==> config.mk <==
export PLATFORM = sky130hd
export DESIGN_NAME = mw_wdata_pipe
export DESIGN_NICKNAME = d
export VERILOG_FILES = /design/src/rtl/mw_wdata_pipe.sv
export SDC_FILE = /design/constraint.sdc
export NUM_CORES = 1
export LEC_CHECK = 0
export ABC_AREA = 0
export CAP_MARGIN = 20
export CORE_AREA = 2 2 120 122
export CTS_CLUSTER_DIAMETER = 80
export DETAILED_ROUTE_END_ITERATION = 7
export DIE_AREA = 0 0 122 124
export MAX_ROUTING_LAYER = met4
export PLACE_DENSITY_LB_ADDON = 0.15
export SYNTH_ARGS = -nofsm -noshare
export SYNTH_HDL_FRONTEND = slang
export SYNTH_SLANG_ARGS = --single-unit
==> constraint.sdc <==
create_clock -name clk -period 5.75 [get_ports clk]
set_input_delay 0.8625 -clock clk [delete_from_list [all_inputs] [get_ports clk]]
set_output_delay 0.8625 -clock clk [all_outputs]
set_load 0.05 [all_outputs]
==> src/rtl/mw_wdata_pipe.sv <==
// M-stage GRF write-data select fused with the M/W pipeline register; 1 cycle (slow source: k+1).
// Stalls via stall_req while the slow source is pending; optional trace with WDATA_TRACE_EN.
module mw_wdata_pipe #(
  parameter int WIDTH       = 32,
  parameter int NSRC        = 4,
  parameter int SEL_W       = 2,
  parameter int LINK_SEL    = 2,
  parameter int LINK_OFFSET = 4,
  parameter int SLOW_SEL    = 3,
  parameter int TIMEOUT     = 16
) (
  input  logic                  clk,
  input  logic                  reset,
  input  logic                  m_valid,
  input  logic [NSRC*WIDTH-1:0] m_src,
  input  logic [SEL_W-1:0]      m_sel,
  input  logic [4:0]            m_wa,
  input  logic                  m_we,
  input  logic [31:0]           m_pc,
  input  logic [WIDTH-1:0]      slow_data,
  input  logic                  slow_valid,
  input  logic                  stall_in,
  input  logic                  flush,
  output logic                  stall_req,
  output logic [WIDTH-1:0]      m_fwd_data,
  output logic [WIDTH-1:0]      w_wdata,
  output logic [4:0]            w_wa,
  output logic                  w_we,
  output logic [31:0]           w_pc,
  output logic                  w_valid,
  output logic                  timeout_err
);

  localparam int CNT_W = (TIMEOUT > 2) ? $clog2(TIMEOUT) : 1;

  typedef enum logic {ST_IDLE, ST_WAIT} state_t;

  state_t           state;
  logic [CNT_W-1:0] wait_cnt;
  logic [SEL_W-1:0] sel;
  logic [WIDTH-1:0] sel_data;
  logic [WIDTH-1:0] commit_data;
  logic             slow_op;
  logic             timeout_hit;
  logic             load_we;

  always_comb begin
    sel = m_sel;
    if (int'(m_sel) >= NSRC) sel = '0;
    sel_data = '0;
    for (int i = 0; i < NSRC; i++) begin
      if (int'(sel) == i) sel_data = m_src[i*WIDTH +: WIDTH];
    end
    if (int'(sel) == SLOW_SEL) sel_data = slow_data;
    if (int'(sel) == LINK_SEL) sel_data = sel_data + WIDTH'(LINK_OFFSET);
  end

  assign m_fwd_data  = sel_data;
  assign slow_op     = m_valid & ~flush & (int'(sel) == SLOW_SEL);
  assign timeout_hit = (state == ST_WAIT) && (wait_cnt == CNT_W'(TIMEOUT - 1));
  assign stall_req   = slow_op & ~slow_valid & ~timeout_hit;
  // An aborted slow op still retires, but with zero data.
  assign commit_data = (slow_op & ~slow_valid & timeout_hit) ? '0 : sel_data;
  assign load_we     = m_valid & m_we & (m_wa != 5'd0);

  always_ff @(posedge clk or posedge reset) begin
    if (reset) begin
      state       <= ST_IDLE;
      wait_cnt    <= '0;
      timeout_err <= 1'b0;
    end else if (flush) begin
      state    <= ST_IDLE;
      wait_cnt <= '0;
    end else if (!stall_in) begin
      case (state)
        ST_IDLE: begin
          if (slow_op && !slow_valid) begin
            state    <= ST_WAIT;
            wait_cnt <= '0;
          end
        end
        ST_WAIT: begin
          if (!slow_op || slow_valid) begin
            state    <= ST_IDLE;
            wait_cnt <= '0;
          end else if (timeout_hit) begin
            state       <= ST_IDLE;
            wait_cnt    <= '0;
            timeout_err <= 1'b1;
          end else begin
            wait_cnt <= wait_cnt + 1'b1;
          end
        end
        default: begin
          state    <= ST_IDLE;
          wait_cnt <= '0;
        end
      endcase
    end
  end

  always_ff @(posedge clk or posedge reset) begin
    if (reset) begin
      w_valid <= 1'b0;
      w_we    <= 1'b0;
      w_wa    <= '0;
      w_wdata <= '0;
      w_pc    <= '0;
    end else if (flush || (!stall_in && stall_req)) begin
      w_valid <= 1'b0;
      w_we    <= 1'b0;
      w_wa    <= '0;
      w_wdata <= '0;
      w_pc    <= '0;
    end else if (!stall_in) begin
      w_valid <= m_valid;
      w_we    <= load_we;
      w_wa    <= m_wa;
      w_wdata <= commit_data;
      w_pc    <= m_pc;
    end
  end

`ifdef WDATA_TRACE_EN
  always @(posedge clk) begin
    if (!reset && !flush && !stall_in && !stall_req && load_we)
      $display("%d@%h: $%d <= %h", $time, m_pc, m_wa, commit_data);
  end
`endif

endmodule
# --- Word level (Yosys, flattened, before mapping) ---
# Index checks and enable logic that the tools add are counted.
op_classes:
  addsub: 2
  mul: 0
  div_mod_pow: 0
  order_cmp: 0
  eq_ne: 7
  shift: 0
  muxes: 28
  bitwise_logic: 13
  reduce_logical: 12
ops:
  columns: ["operator", "n"]
  rows:
  - ["two-way mux 32 bit", 10]
  - ["adder 32 x 3 -> 32 bit, second input constant", 1]
  - ["two-way mux 4 bit", 5]
  - ["two-way mux 5 bit", 2]
  - ["two-way mux 1 bit", 9]
  - ["case mux 4 bit (2 select lines)", 1]
  - ["bitwise AND 1 bit", 7]
  - ["inverter 1 bit", 6]
  - ["AND reduction 5 bit", 1]
  - ["nonzero test 5 bit", 1]
  - ["adder 4 x 1 -> 4 bit, second input constant", 1]
  - ["equality test 2 bit, second input constant", 2]
  - ["equality test 4 bit, second input constant", 1]
  - ["!= test 2 x 1 -> 1 bit, second input constant", 2]
  - ["logical AND 1 bit", 3]
  - ["logical NOT 1 bit", 3]
  - ["!= test 3 bit, second input constant", 1]
  - ["equality test 2 x 1 -> 1 bit, second input constant", 1]
  - ["logical NOT 2 bit", 1]
  - ["logical OR 1 bit", 2]
  - ["case mux 1 bit (2 select lines)", 1]
  - ["AND reduction 2 bit", 1]
totals:
  reg_bits: 77
  latch_bits: 0
  mem_bits_rw: 0
  mem_bits_ro: 0
  inputBits: 206
  word_cells: 70
  mem_count: 0

# --- Logic depth before layout (Yosys ltp) ---
# Gate-level depths: netlist of the first run.
depth:
  ltp_word: 10
  mapped_depth: 12

# --- Worst setup path before layout of the first run ---
# Ideal clock, no wire load.
synth_path:
  kind: "input port to output port"
  from: "input m_sel[0]"
  to: "output m_fwd_data[16]"
  arrival_ns: 3.460
  required_ns: 4.888
  setup_slack_ns: 1.428
  cell_stages: 10
  cell_sequence: "buf_6 -> buf_6 -> buf_6 -> mux4_2 -> ha_1 -> and4b_1 -> nand2_1 -> nor3_4 -> buf_6 -> a31oi_1"
synth_via:
  elab_chain_len: 7
  elab_cells_between_ends: 10
  classes_between: "add/sub: 1; eq/ne: 3; mux: 5; reduce/logical: 1"
synth_lines:
  columns: ["item", "line_no", "source"]
  rows:
  - ["start: declaration", "16", "input logic [SEL_W-1:0] m_sel,"]
  - ["logical NOT 2 bit", "52", "if (int'(sel) == i) sel_data = m_src[i*WIDTH +: WIDTH];"]
  - ["two-way mux 32 bit (3 in a row)", "52", null]
  - ["two-way mux 32 bit", "54", "if (int'(sel) == SLOW_SEL) sel_data = slow_data;"]
  - ["adder 32 x 3 -> 32 bit", "55", "if (int'(sel) == LINK_SEL) sel_data = sel_data + WIDTH'(LINK_OFFSET);"]
  - ["two-way mux 32 bit *", "55", null]
  - ["end: declaration", "25", "output logic [WIDTH-1:0] m_fwd_data,"]
# Every way passes the cells marked *; elsewhere a longest branch is shown, timed or not.

# --- Worst setup path after layout of the first run ---
layout_path:
  from: "input m_sel[0]"
  to: "output m_fwd_data[31]"
# The elaborated chain is that of the path after synthesis.

==> metrics, run 1 <==
outcome=complete, no violations; Sequential Area=1930 sq um; number of global-route vias before repair=4364; cts bufs inserted=9; Critical Path AT=slightly above 4 ns; Final Non-Filler Cells=808; Simple-Gate Fraction of Synth Area=10.7%; via count=4233; Wirelength per Cell=19.0 um; fin. max-slew vios=0; Compound-Gate Fraction of Synth Area=18.8%; Synth cell types=52; CTS Buffer Depth=2; CTS Hold Bufs=0; Mapped Cells=roughly 360; mux share of post-synthesis cell area=18.0%; crit-path max FO=36; sequential cell area fraction in the yosys report=between 40% and 50%; PortBufs=278; CP Capture Point=m_fwd_data[31]; clk_lat worst skew=~0.33 ns; Final setup viols=0; PD cells=240 nW/um^2; reg2reg path depth=6; Top FF cell, synth=dfrtp_1; Clock Tree Root=clkbuf_16; max_slew headroom=34.5%; Max Clk Rate=between 0.2 and 0.25 GHz; Synth Area in Adders=0.561%; Syn Nets=563; WL final=15300 um; Tmin final=4.98 ns; Critical Path Sink Type=output port; CTS tree=done; final RePlAce weighted congestion=0.741; multi-input combinational cell area=about 2400 sq um; Mapped Avg Cell Area=12.6 sq um; H-Tree Depth=3; die width=122 um; drt via density=5.24; # diodes=0; slew at the pin closest to its max-slew limit=slightly below 1 ns; area grow syn2layout=72.6%; largest family of logic cells by synthesized area=compound AO/OA/AOI/OAI gates; Rows=43; largest net degree at the start of global routing=78; leakage=3.15 nW; initial antenna violation count=0; Worst Skew=0.00523 ns; Initial Util=32.5%; Core ar.=13700 sq um; Crit Path Class=in2out; Fin Setup TNS=0 ns; Reg-to-Reg Start=wait_cnt[0]$_DFFE_PP0P_; Placed Cells=791; filler cell count=between 1000 and 1500; flop2flop setup slack=3.89 ns; nets=just over 800; DRT iter0 DRCs=180; Final Hold Fails=0; residual DRC count=0; Worst Path Required=4.89 ns; CP Launch Type=primary input; Die H=between 100 and 150 um; max_cap viols=0; Post-synth EDFFs=0; R2R Path End=w_pc[9]$_DFFE_PP0P_; RSZ-0062 raised after global routing=false; post-cts repair resize count=0; worst vdd ir=about 0.00012 V; gr usage total=20.6%; DR pass1 iterations=4; Post CTS Setup Buffer Count=0; total grt overflow=0; period utilisation layout=86.7%; first-pass GRT wire length=between 20000 and 25000 um; Synth Warn #=0; ys async rst share=100%; clock sinks=77; layout cells sized above 1=11.0%; antenna-violating nets left=0; die area=15100 sq um; Post-Synth XOR/XNOR Area=4.32%; hpwl dp=approximately 12000 um; Ports=311; Tightest Hold Check Type=reg2reg; FF+latch count, synth=77; Critical path origin=m_sel[0]; Mapped Area=4460 sq um; Worst-path clk slew=about 0.060 ns
## sequential cells by signal, summed over array words and instances (netlist names)
register     flops
w_pc            32
timeout_err      1
w_valid          1
w_wa             5
state            1
w_wdata         32
wait_cnt         4
w_we             1
## stage by stage
step / setup slack [ns] / hold slack (ns) / power [mW] / instance area, sq um / util [%]
2_1_floorplan: 1.43 / 0.439 / 0.967 / 4460 / -
3_3_place_gp: 0.780 / 0.458 / 1.24 / 7350 / 53.6
3_5_place_dp: 0.699 / 0.456 / 1.24 / 7350 / 53.6
4_1_cts: 0.693 / 0.469 / 1.87 / 7680 / 56.0
5_1_grt: 0.412 / 0.498 / 1.92 / 7700 / 56.2
6_report: 0.767 / 0.466 / 1.85 / 7700 / 56.2
## final cells by class
class | instances | share of cell area, %
Clock buffer | 9 | 2.92
Clock inverter | 7 | 1.27
Inverter | 5 | 0.260
Multi-Input combinational cell | 244 | 30.6
Sequential cell | 77 | 25.0
Tap cell | 180 | 2.92
Timing Repair Buffer | 286 | 37.0
## critical path: stages
cell and delay [ns]:
buf_2 0.42, buf_4 0.54, mux4_2 0.39, nand4_1 0.11, nor2_2 0.46, nand4_1 0.20
xnor2_1 0.23, clkdlybuf4s50_1 0.88
## layer usage
layer	wire, um	track usage, %	vias to the layer above
met2	7830	35.1	196
met1	5970	23.7	2066
met3	1330	5.31	17
li1	-	-	1954
met5	0	-	-
met4	225	7.11	0
## placed cells by master, fill, tap and decap left out, types with 2 or more instances in the layout
cell,instances
mux2i_1,3
nand4_1,10
xnor2_1,18
nor2b_1,5
nand2b_1,2
clkinv_2,3
clkbuf_16,9
o21a_1,3
and4_1,2
buf_4,7
and2_1,2
nor3_2,4
mux2_2,3
nand2_1,13
mux4_1,7
bufinv_16,2
ha_1,2
xor2_1,4
dfrtp_1,77
and4b_1,2
a21oi_1,9
o21ai_0,6
a211oi_1,3
nor3_4,2
mux4_2,24
a22o_1,71
nand3_1,9
a31oi_1,6
and3_1,3
inv_1,4
clkdlybuf4s50_1,276
nor2_1,11
buf_2,2
nand4b_1,2
## worst min path at each step
stage,from,endpoint,slack (ns),cells past startpoint
2_1_floorplan,wait_cnt[3]$_DFFE_PP0P_,wait_cnt[3]$_DFFE_PP0P_,0.44,1
3_3_place_gp,timeout_err$_DFFE_PP0P_,timeout_err$_DFFE_PP0P_,0.46,1
3_5_place_dp,w_we$_DFFE_PP0P_,w_we$_DFFE_PP0P_,0.46,2
4_1_cts,w_we$_DFFE_PP0P_,w_we$_DFFE_PP0P_,0.47,2
5_1_grt,timeout_err$_DFFE_PP0P_,timeout_err$_DFFE_PP0P_,0.50,1
6_report,w_we$_DFFE_PP0P_,w_we$_DFFE_PP0P_,0.47,2
## power breakdown
part	leakage, nW	switching [mW]	total [mW]	internal, mW
logic	1.96	0.359	0.639	0.281
registers	1.03	0.0180	0.592	0.574
clock network	0.158	0.233	0.616	0.383
total	3.15	0.610	1.85	1.24
## Yosys cell counts, types with 3 or more instances
library cell   n  area [sq um]
xor2_1         4          35.0
o21ai_0        6          30.0
a21oi_1        9          45.0
inv_1          5          18.8
a31oi_1        6          37.5
o21a_1         3          22.5
mux4_1         7           184
nand2_1       13          48.8
dfrtp_1       77          1930
mux2_2         3          33.8
a211oi_1       3          22.5
nand4_1       10          62.6
buf_2          7          35.0
nor2b_1        5          31.3
mux2i_1        3          30.0
xnor2_1       18           158
a22o_1        71           622
and3_1         3          18.8
nor2_1        12          45.0
clkbuf_1      13          48.8
buf_6          5          56.3
mux4_2        24           541
nand3_1        9          45.0
## logic make-up after synthesis
logic type,count (synthesis)
AND/OR/NAND/NOR,77
buffers and inverters,34
AO/OA/AOI/OAI,105
adder cells (fa/ha/maj),2
multiplexers,38
flip-flops,77
XOR/XNOR,22
No activity file was read; power rests on OpenSTA's default activity.
==> run 2, diff against run 1 <==
Settings changed: GPL_TIMING_DRIVEN from default to 1.
==> results of run 2 <==
The final DEF is identical to that of run 1; final timing and power are the same.
